===== src/rtl/fixed_point_argmax.sv =====
// fixed_point_argmax: streaming argmax over NUM_INPUTS signed fixed-point samples.
// Define FIXED_POINT_ARGMAX_TIES_LAST_EN to make ties report the latest index instead of the earliest.
module fixed_point_argmax #(
   parameter int WIDTH      = 8,
   parameter int FRAC_BITS  = 3,
   parameter int NUM_INPUTS = 10,
   parameter int IDX_WIDTH  = (NUM_INPUTS > 1) ? $clog2(NUM_INPUTS) : 1
) (
   input  logic                        CLK,
   input  logic                        RSTN,
   input  logic                        START,
   input  logic signed [WIDTH-1:0]     VALUE_IN,
   input  logic                        VALUE_VALID_IN,
   output logic                        VALUE_READY_OUT,
   output logic signed [WIDTH-1:0]     MAX_VALUE_OUT,
   output logic        [IDX_WIDTH-1:0] MAX_INDEX_OUT,
   output logic                        RESULT_VALID_OUT,
   input  logic                        RESULT_READY_IN,
   output logic                        BUSY_OUT
);
   localparam logic [1:0] IDLE = 2'd0;
   localparam logic [1:0] SCAN = 2'd1;
   localparam logic [1:0] DONE = 2'd2;

   if (NUM_INPUTS < 1 || NUM_INPUTS > 256 || FRAC_BITS < 0 || FRAC_BITS >= WIDTH) begin : g_bad_param
      $error("fixed_point_argmax: illegal parameter combination");
   end

   logic [1:0]           state;
   logic [IDX_WIDTH-1:0] cnt;
   logic                 better;
   logic                 last;

`ifdef FIXED_POINT_ARGMAX_TIES_LAST_EN
   assign better = VALUE_IN >= MAX_VALUE_OUT;
`else
   assign better = VALUE_IN > MAX_VALUE_OUT;
`endif
   assign last             = cnt == IDX_WIDTH'(NUM_INPUTS - 1);
   assign VALUE_READY_OUT  = state == SCAN;
   assign RESULT_VALID_OUT = state == DONE;
   assign BUSY_OUT         = state != IDLE;

   always_ff @(posedge CLK or negedge RSTN) begin
      if (!RSTN) begin
         state         <= IDLE;
         cnt           <= '0;
         MAX_VALUE_OUT <= '0;
         MAX_INDEX_OUT <= '0;
      end else begin
         case (state)
            IDLE: if (START) begin
               state <= SCAN;
               cnt   <= '0;
            end
            SCAN: if (VALUE_VALID_IN) begin
               // sample 0 loads unconditionally so the most negative value is still captured
               if (cnt == '0 || better) begin
                  MAX_VALUE_OUT <= VALUE_IN;
                  MAX_INDEX_OUT <= cnt;
               end
               if (last) state <= DONE;
               else cnt <= cnt + 1'b1;
            end
            DONE: if (RESULT_READY_IN) state <= IDLE;
            default: state <= IDLE;
         endcase
      end
   end
endmodule


===== config.mk =====
export PLATFORM = sky130hd
export DESIGN_NAME = fixed_point_argmax
export DESIGN_NICKNAME = d
export VERILOG_FILES = /design/src/rtl/fixed_point_argmax.sv
export SDC_FILE = /design/constraint.sdc
export NUM_CORES = 1
export LEC_CHECK = 0
export CORE_MARGIN = 10
export CORE_UTILIZATION = 35
export CTS_BUF_LIST = sky130_fd_sc_hd__clkbuf_8 sky130_fd_sc_hd__clkbuf_16
export DETAILED_ROUTE_END_ITERATION = 8
export GPL_TIMING_DRIVEN = 0
export SYNTH_ARGS = -nofsm -noshare
export SYNTH_HDL_FRONTEND = slang
export SYNTH_SLANG_ARGS = --single-unit

===== constraint.sdc =====
create_clock -name CLK -period 3.4 [get_ports CLK]
set_input_delay 0.34 -clock CLK [delete_from_list [all_inputs] [get_ports CLK]]
set_output_delay 0.34 -clock CLK [all_outputs]
set_load 0.02 [all_outputs]

==> results.json <==
{
  "crit_type": "input pin to register",
  "finalHoldViolations": 0,
  "root_buffer": "clkbuf_8",
  "status": "completed",
  "rsz0062_at_grt": "no",
  "grt_pass1_wl_mm": 3.629,
  "slew_headroom_pct": 46.00,
  "power.leakage_uw": 0.0006852,
  "final_util_pct": 47.46,
  "dr.first_iter.drc_count": 14,
  "gp_congestion": 0.7644,
  "cts.sinks": 18,
  "drc": 0,
  "dp_hpwl_mm": 1.751,
  "cp.required_ns": 3.54,
  "synth_top_area_share_pct": 42.01,
  "worst_slack_ns": 0.9965,
  "p_clk_share_pct": 10.8,
  "grt_max_degree": 19,
  "vias_per_cell": 4.944,
  "top_level_ports": 28,
  "wl_per_cell_um": 13.74,
  "synth.avg_cell_area_um2": 11.05,
  "yosysSeqAreaShare_pct": 42.01,
  "netlist_area_um2": 1072,
  "firstDrtPassIters": 3,
  "ir_drop_mv": 0.3380,
  "grt_util_all_layers_pct": 8.351,
  "wl_mm": 2.199,
  "power.share.switching_pct": 38.05,
  "internal_power_uw": 835.5,
  "async_reset_ff_share_pct": 100.0,
  "detail-route-antenna-nets": 0,
  "grt_overflow": 0,
  "layout-drive-gt1-share_pct": 14.17,
  "hp-class": "register to register",
  "synth_flop_cell": "dfrtp_1",
  "yosys_warnings": 0,
  "nets": 153,
  "synth-edff-count": 0,
  "fin_crit_sh_pct": 70.69,
  "setup-tns-final_ns": 0,
  "n_fill_cell": 287,
  "finalNonFillerCells": 160,
  "htreeDepth": 1,
  "cts_hold_buf": 0,
  "synth_nets": 121,
  "clkLatencyLatePin_ns": 0.25,
  "synth.top_cells.by_area": "dfrtp_1 (42%), mux2_4 (14%), ha_1 (13%), inv_1 (5.3%), a21oi_1 (2.8%)",
  "setup_viol": 0,
  "cts_resized": 0,
  "cts_tree": "done",
  "dp_worst_setup_slack_ns": 0.7151,
  "die_h_um": 75.35,
  "start_util_pct": 35.71,
  "cp-end-kind": "register",
  "synth_cell_types": 28,
  "post_cts_buffers": 0,
  "fp.dieW_um": 75.35,
  "p_total_uw": 1349,
  "skew_ns": 0.005656,
  "core_area_um2": 3003,
  "num_antenna_cells": 0,
  "place.port_buffers": 27,
  "dpl.cell_count": 157,
  "switchingPower_uw": 513.2,
  "cp-start-kind": "input pin",
  "synth_cells": 97,
  "combPwrFrac_pct": 59.3,
  "power_frac_seq_pct": 29.9,
  "fin_crit_ns": 2.404,
  "worst_pin_slew_ns": 0.8075,
  "crit_fanout": 10,
  "grt_pass1_vias": 849,
  "drv_cap": 0,
  "clk_pin_slew_ns": 0.07,
  "reg2reg_slack_ns": 1.14,
  "vias": 791,
  "rows": 20,
  "antenna_found_initial": 0,
  "synth_top_area_cell": "dfrtp_1",
  "numCtsBuffers": 3,
  "fmax_mhz": 416.1,
  "fp.dieArea_um2": 5678,
  "areaGrowthSynthToFinish_pct": 32.91,
  "synth-seq-cells": 18,
  "cp.arrival_ns": 2.54,
  "maxSlewViolCount": 0,
  "clock_path_buffers": 2,
  "power.density_nw_per_um2": 946.4
}
-- area by class of cell --
class | count | area [um2] | area share, %
multi-input cells | 63 | 554.3 | 38.89
flip-flops and latches | 18 | 450.4 | 31.61
repair buffers | 27 | 270.3 | 18.96
inverters | 15 | 56.30 | 3.951
clock buffers | 3 | 41.29 | 2.897
well taps | 33 | 41.29 | 2.897
plain buffers | 1 | 11.26 | 0.7902
-- routing by layer --
metal	track usage [%]	routed length [um]
met1	9.077	997
met2	13.88	1004
met3	3.125	165
met4	4.330	31
met5	0	0
-- metrics by stage --
step           instance area, um2  hold WS, ns
6_report                     1425       0.5093
5_1_grt                      1425       0.5381
4_1_cts                      1425       0.5141
3_5_place_dp                 1384       0.5006
3_3_place_gp                 1384       0.4989
2_1_floorplan                1072      0.04441
-- placed cells by master, fill, tap and decap left out, drive strengths merged, types with 2 or more instances in the layout --
| master | count |
|---|---|
| a21oi | 6 |
| clkbuf | 3 |
| clkdlybuf4s50 | 27 |
| dfrtp | 18 |
| ha | 11 |
| inv | 15 |
| mux2 | 12 |
| nand2 | 6 |
| nand2b | 2 |
| nand3 | 2 |
| nand3b | 2 |
| nand4 | 2 |
| nor2 | 3 |
| nor2b | 2 |
| o21ai | 2 |
| o22ai | 2 |
-- Yosys cell counts (2+ instances only) --
| cell type | number |
|---|---|
| dfrtp_1 | 18 |
| inv_1 | 15 |
| ha_1 | 11 |
| mux2_4 | 10 |
| a21oi_1 | 6 |
| nand2_1 | 6 |
| nor2_1 | 3 |
| mux2_2 | 2 |
| nand2b_1 | 2 |
| nand3_1 | 2 |
| nand3b_1 | 2 |
| nor2b_1 | 2 |
| o21ai_0 | 2 |
| o22ai_1 | 2 |
-- state kept, by name (all words and copies together) (netlist names) --
register / cells
state: 2
MAX_VALUE_OUT: 8
cnt: 4
MAX_INDEX_OUT: 4
-- cell families (layout without fill, tap and decap cells) --
family	count (synthesis)	count (layout)	share of synthesized area [%]
AO/OA/AOI/OAI	16	16	9.569
AND/OR/NAND/NOR	22	22	11.44
adder cells (fa/ha/maj)	11	11	12.84
multiplexers	13	13	17.04
flip-flops	18	18	42.01
XOR/XNOR	1	1	0.8170
buffers and inverters	16	46	6.301
-- worst max-delay path, stage by stage --
cell	delay (ns)
clkdlybuf4s50_1	0.43
ha_1	0.34
a21oi_1	0.16
o221ai_1	0.13
a31oi_1	0.21
mux2i_1	0.38
buf_6	0.24
mux2_4	0.31
-- final timing paths --
path,start,end,cells past startpoint
setup reg to reg,MAX_VALUE_OUT[3],MAX_INDEX_OUT[1],8
hold / removal,MAX_INDEX_OUT[3],MAX_INDEX_OUT[3],1
setup / recovery,VALUE_IN[5],MAX_INDEX_OUT[1],8
max in group asynchronous,RSTN,cnt[3],1
min in group asynchronous,RSTN,MAX_VALUE_OUT[2],1
hold reg to reg,MAX_INDEX_OUT[3],MAX_INDEX_OUT[3],1
-- power by group through the flow --
stage	Clock [uW]	Sequential [uW]	Combinational, uW
CTS	152	405	815
floorplan	0	480	469
global route	160	423	875
detailed placement	0	408	811
finish	146	403	800
global placement	0	406	805
No activity file was read; power rests on OpenSTA's default activity.
